### src/rtl/tetris_pkg.sv
// Shared Tetris definitions: game phase encodings and line-clear scoring.
package tetris_pkg;

  typedef enum logic [2:0] {
    ST_IDLE    = 3'd0,
    ST_RESTART = 3'd1,
    ST_PLAY    = 3'd2,
    ST_PAUSE   = 3'd3,
    ST_OVER    = 3'd4
  } game_state_e;

  function automatic logic [3:0] line_points(input logic [2:0] n);
    case (n)
      3'd1:    line_points = 4'd1;
      3'd2:    line_points = 4'd3;
      3'd3:    line_points = 4'd5;
      3'd4:    line_points = 4'd8;
      default: line_points = 4'd0;
    endcase
  endfunction

  function automatic logic lines_legal(input logic [2:0] n);
    return (n != 3'd0) && (n <= 3'd4);
  endfunction

endpackage

### src/rtl/game_sequencer_if.sv
// Key events and bitmap status in, game-phase control out.
interface game_sequencer_if #(
  parameter int LEVEL_W = 3,
  parameter int SCORE_W = 10
);
  logic               pressed_pause_or_start;
  logic               pressed_speed_up_down;
  logic               lines_valid;
  logic [2:0]         lines_cleared;
  logic               game_over_in;
  logic               falling_update;
  logic               board_clr;
  logic               game_run;
  logic [2:0]         game_state;
  logic               fast_mode;
  logic [LEVEL_W-1:0] level;
  logic [SCORE_W-1:0] game_score;

  modport master (
    output pressed_pause_or_start, pressed_speed_up_down, lines_valid, lines_cleared, game_over_in,
    input  falling_update, board_clr, game_run, game_state, fast_mode, level, game_score
  );

  modport slave (
    input  pressed_pause_or_start, pressed_speed_up_down, lines_valid, lines_cleared, game_over_in,
    output falling_update, board_clr, game_run, game_state, fast_mode, level, game_score
  );
endinterface

### src/rtl/game_sequencer_fall_tick_gen.sv
// Fall tick generator: period shrinks with level and fast mode, never below 2 cycles.
module fall_tick_gen #(
  parameter int SPEED_FREQ = 50_000_000,
  parameter int LEVEL_W    = 3
) (
  input  logic               clk,
  input  logic               rstn,
  input  logic               enable,
  input  logic               clear,
  input  logic [LEVEL_W-1:0] level,
  input  logic               fast_mode,
  output logic               falling_update
);
  localparam int CNT_W = $clog2(SPEED_FREQ) + 1;
  localparam logic [CNT_W-1:0] SPEED_C = CNT_W'(SPEED_FREQ);

  logic [CNT_W-1:0] cnt_r;
  logic [CNT_W-1:0] shifted_s;
  logic [CNT_W-1:0] period_s;
  logic             fire_s;
  logic             tick_r;

  // Current period and wrap detect; >= lets a shrunken period fire at once.
  always_comb begin
    shifted_s = (SPEED_C >> level) >> fast_mode;
    period_s  = (shifted_s < CNT_W'(2)) ? CNT_W'(2) : shifted_s;
    fire_s    = (cnt_r >= (period_s - CNT_W'(1)));
  end

  // Tick counter; holds whenever enable is low.
  always_ff @(posedge clk or negedge rstn) begin
    if (!rstn) begin
      cnt_r  <= '0;
      tick_r <= 1'b0;
    end else if (clear) begin
      cnt_r  <= '0;
      tick_r <= 1'b0;
    end else if (enable) begin
      if (fire_s) begin
        cnt_r  <= '0;
        tick_r <= 1'b1;
      end else begin
        cnt_r  <= cnt_r + CNT_W'(1);
        tick_r <= 1'b0;
      end
    end else begin
      tick_r <= 1'b0;
    end
  end

  assign falling_update = tick_r;
endmodule

### src/rtl/game_sequencer.sv
// Tetris game-phase controller: run state, restart sequencing, score and level.
module game_sequencer
  import tetris_pkg::*;
#(
  parameter int SPEED_FREQ      = 50_000_000,
  parameter int LEVEL_W         = 3,
  parameter int SCORE_W         = 10,
  parameter int LINES_PER_LEVEL = 10
) (
  input logic            clk,
  input logic            rstn,
  game_sequencer_if.slave bus
);
  localparam int LC_W = $clog2(LINES_PER_LEVEL + 4);
  localparam logic [LEVEL_W-1:0] LEVEL_MAX = {LEVEL_W{1'b1}};
  localparam logic [SCORE_W-1:0] SCORE_MAX = {SCORE_W{1'b1}};

  game_state_e        state_r;
  game_state_e        next_state_s;
  logic               board_clr_r;
  logic               game_run_r;
  logic               fast_r;
  logic [LEVEL_W-1:0] level_r;
  logic [SCORE_W-1:0] score_r;
  logic [LC_W-1:0]    lines_r;
  logic               in_game_s;
  logic               credit_s;
  logic [SCORE_W:0]   score_sum_s;
  logic [LC_W-1:0]    lines_sum_s;
  logic               tick_en_s;
  logic               tick_clr_s;
  logic               tick_s;

  // Next phase plus score/line arithmetic for the current event.
  always_comb begin
    next_state_s = state_r;
    case (state_r)
      ST_IDLE:    if (bus.pressed_pause_or_start) next_state_s = ST_RESTART; else next_state_s = ST_IDLE;
      ST_RESTART: next_state_s = ST_PLAY;
      ST_PLAY: begin
        if (bus.game_over_in)                next_state_s = ST_OVER;
        else if (bus.pressed_pause_or_start) next_state_s = ST_PAUSE;
        else                                 next_state_s = ST_PLAY;
      end
      ST_PAUSE:   if (bus.pressed_pause_or_start) next_state_s = ST_PLAY; else next_state_s = ST_PAUSE;
      ST_OVER:    if (bus.pressed_pause_or_start) next_state_s = ST_RESTART; else next_state_s = ST_OVER;
      default:    next_state_s = ST_IDLE;
    endcase
    in_game_s   = (state_r == ST_PLAY) || (state_r == ST_PAUSE);
    credit_s    = bus.lines_valid && in_game_s && lines_legal(bus.lines_cleared);
    score_sum_s = {1'b0, score_r} + {{(SCORE_W-3){1'b0}}, line_points(bus.lines_cleared)};
    lines_sum_s = lines_r + LC_W'(bus.lines_cleared);
    // Counting the cycle being entered keeps the counter frozen across a pause.
    tick_en_s   = (next_state_s == ST_PLAY);
    tick_clr_s  = (state_r == ST_RESTART) || (next_state_s == ST_RESTART);
  end

  // Phase register and game statistics; restart clears on entry so RESTART already shows zeros.
  always_ff @(posedge clk or negedge rstn) begin
    if (!rstn) begin
      state_r     <= ST_IDLE;
      board_clr_r <= 1'b0;
      game_run_r  <= 1'b0;
      fast_r      <= 1'b0;
      level_r     <= '0;
      score_r     <= '0;
      lines_r     <= '0;
    end else begin
      state_r     <= next_state_s;
      board_clr_r <= (next_state_s == ST_RESTART);
      game_run_r  <= (next_state_s == ST_PLAY);
      if (next_state_s == ST_RESTART) begin
        fast_r  <= 1'b0;
        level_r <= '0;
        score_r <= '0;
        lines_r <= '0;
      end else begin
        if (bus.pressed_speed_up_down && in_game_s) fast_r <= ~fast_r;
        if (credit_s) begin
          score_r <= (score_sum_s > {1'b0, SCORE_MAX}) ? SCORE_MAX : score_sum_s[SCORE_W-1:0];
          if (lines_sum_s >= LC_W'(LINES_PER_LEVEL)) begin
            lines_r <= lines_sum_s - LC_W'(LINES_PER_LEVEL);
            if (level_r != LEVEL_MAX) level_r <= level_r + LEVEL_W'(1);
          end else begin
            lines_r <= lines_sum_s;
          end
        end
      end
    end
  end

  fall_tick_gen #(
    .SPEED_FREQ(SPEED_FREQ),
    .LEVEL_W   (LEVEL_W)
  ) u_tick (
    .clk           (clk),
    .rstn          (rstn),
    .enable        (tick_en_s),
    .clear         (tick_clr_s),
    .level         (level_r),
    .fast_mode     (fast_r),
    .falling_update(tick_s)
  );

  assign bus.falling_update = tick_s;
  assign bus.board_clr      = board_clr_r;
  assign bus.game_run       = game_run_r;
  assign bus.game_state     = state_r;
  assign bus.fast_mode      = fast_r;
  assign bus.level          = level_r;
  assign bus.game_score     = score_r;
endmodule

### src/flat_wrapper.sv
// flat-port wrapper written by rule: the top's interface ports become plain ports
module game_sequencer_flat import tetris_pkg::*;
#(
  parameter int SPEED_FREQ      = 50_000_000,
  parameter int LEVEL_W         = 3,
  parameter int SCORE_W         = 10,
  parameter int LINES_PER_LEVEL = 10
)
  (clk, rstn, bus_pressed_pause_or_start, bus_pressed_speed_up_down, bus_lines_valid, bus_lines_cleared, bus_game_over_in, bus_falling_update, bus_board_clr, bus_game_run, bus_game_state, bus_fast_mode, bus_level, bus_game_score);
  game_sequencer_if #(.LEVEL_W(LEVEL_W), .SCORE_W(SCORE_W)) bus_i ();
  input logic clk;
  input logic rstn;
  input wire logic [$bits(bus_i.pressed_pause_or_start)-1:0] bus_pressed_pause_or_start;
  input wire logic [$bits(bus_i.pressed_speed_up_down)-1:0] bus_pressed_speed_up_down;
  input wire logic [$bits(bus_i.lines_valid)-1:0] bus_lines_valid;
  input wire logic [$bits(bus_i.lines_cleared)-1:0] bus_lines_cleared;
  input wire logic [$bits(bus_i.game_over_in)-1:0] bus_game_over_in;
  output wire logic [$bits(bus_i.falling_update)-1:0] bus_falling_update;
  output wire logic [$bits(bus_i.board_clr)-1:0] bus_board_clr;
  output wire logic [$bits(bus_i.game_run)-1:0] bus_game_run;
  output wire logic [$bits(bus_i.game_state)-1:0] bus_game_state;
  output wire logic [$bits(bus_i.fast_mode)-1:0] bus_fast_mode;
  output wire logic [$bits(bus_i.level)-1:0] bus_level;
  output wire logic [$bits(bus_i.game_score)-1:0] bus_game_score;
  assign bus_i.pressed_pause_or_start = bus_pressed_pause_or_start;
  assign bus_i.pressed_speed_up_down = bus_pressed_speed_up_down;
  assign bus_i.lines_valid = bus_lines_valid;
  assign bus_i.lines_cleared = bus_lines_cleared;
  assign bus_i.game_over_in = bus_game_over_in;
  assign bus_falling_update = bus_i.falling_update;
  assign bus_board_clr = bus_i.board_clr;
  assign bus_game_run = bus_i.game_run;
  assign bus_game_state = bus_i.game_state;
  assign bus_fast_mode = bus_i.fast_mode;
  assign bus_level = bus_i.level;
  assign bus_game_score = bus_i.game_score;
  game_sequencer #(.SPEED_FREQ(SPEED_FREQ), .LEVEL_W(LEVEL_W), .SCORE_W(SCORE_W), .LINES_PER_LEVEL(LINES_PER_LEVEL)) u_core (.clk(clk), .rstn(rstn), .bus(bus_i));
endmodule
### config.mk
export PLATFORM = sky130hd
export DESIGN_NAME = game_sequencer_flat
export DESIGN_NICKNAME = d
export VERILOG_FILES = /design/src/rtl/tetris_pkg.sv /design/src/rtl/game_sequencer_if.sv /design/src/rtl/game_sequencer_fall_tick_gen.sv /design/src/rtl/game_sequencer.sv /design/src/flat_wrapper.sv
export SDC_FILE = /design/constraint.sdc
export NUM_CORES = 1
export LEC_CHECK = 0
export ABC_AREA = 1
export CAP_MARGIN = 25
export CORE_MARGIN = 4
export CORE_UTILIZATION = 40
export DETAILED_ROUTE_END_ITERATION = 10
export MAX_ROUTING_LAYER = met4
export PLACE_DENSITY = 0.58
export SETUP_SLACK_MARGIN = 0.05
export SLEW_MARGIN = 0
export SYNTH_ARGS = -nofsm -noshare
export SYNTH_HDL_FRONTEND = slang
export SYNTH_HIERARCHICAL = 1
export SYNTH_SLANG_ARGS = --single-unit
export TNS_END_PERCENT = 20
### constraint.sdc
create_clock -name clk -period 3 [get_ports clk]
set_input_delay 0.6 -clock clk [delete_from_list [all_inputs] [get_ports clk]]
set_output_delay 0.6 -clock clk [all_outputs]
set_load 0.05 [all_outputs]
==> run summary <==
The worst path in the final design needs a cycle of 2.73 ns, including I/O delays and setup. After floorplanning, the core was sized to cover 11400 µm². For this run, design rule violations remaining after detail routing come to 0. In this run the worst setup path begins at u_core/bus.level[1].

The tools report the number of endpoints with negative hold slack in the final report as 0. From bottom edge to top edge, the die measures 116 µm. The level count of the clock H-tree is 2.

The number of nets produced by synthesis is 758. Synthesis handed over a netlist of 707 instances. The flow ran to the end, and the final reports show no timing, DRC or antenna violations. The fraction of met2 tracks used by global routing came out at 0.331. Setup repair after global routing left no endpoint under its margin. The growth of design area from synthesis to finish was 15.9%.

Worst path setup slack after routing: 0.266 ns. Startpoint of the worst-slack reg-to-reg timing path: u_core/bus.level[1]. Prior to clock tree synthesis, the placed netlist has a worst setup slack of 0.00406 ns. Buffers inserted to repair hold after CTS numbered 0.

Detailed placement finished with a half-perimeter wire length of 9560 µm. The number of cells on the worst reg-to-reg path is 17, and the worst endpoint required time is 3.19 ns. The run gives 4498 as the via count of the first global-routing pass. Data on the critical path arrives at its endpoint at 2.92 ns.

Critical path class: register to register. In this run the remaining antenna-violating nets after routing total 0. The final clock period utilization by the worst path is 0.911.

The number of buffers added on ports came out at 28. Yosys mapped a number of flops with a built-in enable equal to 0. The routing layer with the top usage in global route is met2. In this run the worst path has a maximum fanout of 14.

The logs give 0.00767 ns for the final worst clock skew and 0.539 for the relative slew slack. The first global-routing pass estimated 20900 µm of wire. The tools report the share of the yosys chip area belonging to registers as 0.273.

Power spread over the standard cell area amounts to 632 nW/µm². The average footprint of a synthesized cell was 6.62 µm². The final net count came out at 800.

The proportion of synthesized flip-flops having asynchronous set or reset came out at 1.00. After synthesis the netlist holds a flip-flop and latch count of 51. Total length of routed wires: 12500 µm. The area of the mapped netlist was 4680 µm². CTS placed an instance of sky130_fd_sc_hd__clkbuf_16 at the clock tree root.

For the global-route track usage on met1, the log shows 0.245. The fraction of layout instances using a drive strength above 1 was 0.107. The total number of yosys warnings is 6, and the reported max-cap violation count is 0. The count of TritonRoute iterations in the first routing pass was 5.

For the number of max-slew violations in the final report, the log shows 0. Number of buffers added by the clock tree synthesis step: 5. Adding up every negative setup slack in the final design gives 0 ns. The endpoint class of the critical path was a register. The total overflow left after global routing is 0. For the latest clock arrival within the worst-skew pair, the log shows 0.30 ns. At the end of routability-driven placement, the weighted congestion stood at 0.990. Entering global routing, the biggest net connects 29 pins. Setup violations remaining at the end of the flow were counted as 0. The worst-case vdd ir drop was 0.626 mV.

The min-delay analysis places its worst path in the category primary input to async pin. Leading register cell type out of synthesis: sky130_fd_sc_hd__dfrtp_1. TritonCTS built the clock tree. The vias after detailed routing came out at 4682.

For the total routing usage reported by global routing, the log shows 0.199. For the row count, the log shows 39. The initial core utilization is 0.410. The worst setup path is launched from a register. In this run the static leakage power is 2.64 nW.

The run gives 0.340 ns as the worst slack on hold paths. The number of antenna violations at the first check in global routing is 0, and the maximum clock path buffer count is 2. The number of antenna diodes in the final layout is 0. The logs give 0.0285 for the global routing met3 resource utilization and 51 for the total clock sinks. The floorplan step defined a die boundary enclosing 13500 µm².

Clock-pin slew on the worst setup and hold paths: 0.07 ns. After detailed routing, the average wire length per cell comes to 14.0 µm. Measured along the x axis, the die boundary spans 116 µm. The highest clock frequency the design can meet is 366 MHz, and the number of distinct library cell variants in the gate-level netlist after synthesis is 41. The actual slew at the worst max-slew pin is 0.691 ns.

For the number of design-rule violations left by the first detailed-router iteration, the log shows 360. The run gives 29 as the count of pins on the block boundary. The number of vias per cell is 5.24.
through the flow:
stage               cell area (µm²)   util  cells  power, mW
CTS                            5360  0.469    890       3.45
global placement               5170  0.452    882       2.66
global route                   5420  0.475    893       3.71
floorplan                      4680      -    707       2.15
detailed placement             5170  0.452    882       2.68
finish                         5420  0.475    893       3.43
routing by layer:
metal  share of wire  up-vias
met5               0        -
met4           0.026        0
met3           0.043       22
met2            0.49      133
met1            0.44     2152
li1                -     2375
state kept, by name (all words and copies together), names as in the netlist:
signal	cells
u_core/bus.game_state	3
u_core/bus.game_run	1
u_core/bus.game_score	10
u_core/u_tick/falling_update	1
u_core/lines_r	4
u_core/bus.board_clr	1
u_core/bus.fast_mode	1
u_core/u_tick/cnt_r	27
u_core/bus.level	3
critical path, stage by stage (launching register included):
cell and delay (ns):
sky130_fd_sc_hd__dfrtp_2 0.46, sky130_fd_sc_hd__nand2_1 0.11, sky130_fd_sc_hd__inv_1 0.09, sky130_fd_sc_hd__nor2_2 0.25, sky130_fd_sc_hd__inv_2 0.09, sky130_fd_sc_hd__a211oi_2 0.25
sky130_fd_sc_hd__nand2_1 0.09, sky130_fd_sc_hd__nand2_1 0.07, sky130_fd_sc_hd__nand2_1 0.06, sky130_fd_sc_hd__ha_1 0.31, sky130_fd_sc_hd__nand4_1 0.11, sky130_fd_sc_hd__nor2_2 0.14
sky130_fd_sc_hd__nand3_1 0.10, sky130_fd_sc_hd__nand2_2 0.13, sky130_fd_sc_hd__nor2_4 0.06, sky130_fd_sc_hd__buf_12 0.15, sky130_fd_sc_hd__nand3_1 0.08, sky130_fd_sc_hd__nand2_1 0.05
logic make-up (layout without fill, tap and decap cells):
family / count (synthesis) / in the layout / share of synthesized area
AO/OA/AOI/OAI: 70 / 70 / 0.0864
XOR/XNOR: 16 / 16 / 0.0300
adder cells (fa/ha/maj): 42 / 42 / 0.116
buffers and inverters: 83 / 125 / 0.0797
flip-flops: 51 / 51 / 0.273
other: 1 / 1 / 0.000802
AND/OR/NAND/NOR: 444 / 445 / 0.415
area by class of cell:
type	instances	area, µm²
timing repair buffer	51	477
fill	1178	6000
tap	143	179
clock inverter	3	67.6
sequential	51	1280
multi-input combinational	574	3050
inverter	66	248
clock buffer	5	125
repair_timing:
| action | 4_1_cts | 5_1_grt |
|---|---|---|
| resized for setup | 2 | 6 |
| pin swaps | 1 | 3 |
| setup endpoints to repair | 28 | 28 |
| hold endpoints to repair | 0 | 0 |
| setup buffers | 0 | 2 |
| cloned | 0 | 1 |
synth_stat cells, drive strengths merged (2+ instances only):
library cell | count | area share
a211oi | 2 | 0.0053
a21oi | 32 | 0.034
a22oi | 2 | 0.0032
a31oi | 3 | 0.0040
buf | 14 | 0.024
clkbuf | 3 | 0.0024
dfrtp | 51 | 0.27
fa | 2 | 0.0086
ha | 40 | 0.11
inv | 65 | 0.052
nand2 | 245 | 0.20
nand3 | 75 | 0.085
nand3b | 5 | 0.0080
nand4 | 6 | 0.0080
nor2 | 103 | 0.099
nor3 | 8 | 0.011
o21a | 2 | 0.0032
o21ai | 20 | 0.022
o21bai | 3 | 0.0048
o22ai | 2 | 0.0027
o31ai | 2 | 0.0032
xnor2 | 6 | 0.011
xor2 | 10 | 0.019
report_power, final:
| group | switching (mW) | internal [mW] | leakage, nW |
|---|---|---|---|
| clock network | 0.273 | 0.478 | 0.0900 |
| registers | 0.103 | 0.780 | 0.695 |
| logic | 1.20 | 0.589 | 1.86 |
path summary, 6_finish.rpt:
path,endpoint,slack [ns]
max reg2reg,u_core/u_tick/cnt_r[18],0.27
min,u_core/u_tick/cnt_r[3],0.34
max in group asynchronous,u_core/u_tick/cnt_r[9],2.06
min in group clk,u_core/lines_r[2],0.51
max,u_core/u_tick/cnt_r[18],0.27
min reg2reg,u_core/lines_r[2],0.51
cell usage in the layout (no fill, tap or decap), drive strengths merged, types with 3 or more instances in the layout:
cell type / Yosys / routed
xor2: 10 / 10
o21ai: 20 / 20
a21oi: 32 / 32
dfrtp: 51 / 51
nand3: 75 / 75
ha: 40 / 40
buf: 14 / 24
inv: 65 / 65
xnor2: 6 / 6
nor3: 8 / 8
nand2: 245 / 245
a31oi: 3 / 3
clkdlybuf4s50: 0 / 27
nand3b: 5 / 5
nand4: 6 / 6
clkbuf: 3 / 5
nor2: 103 / 104
o21bai: 3 / 3
Note: power is estimated with default switching activity, not from simulation.
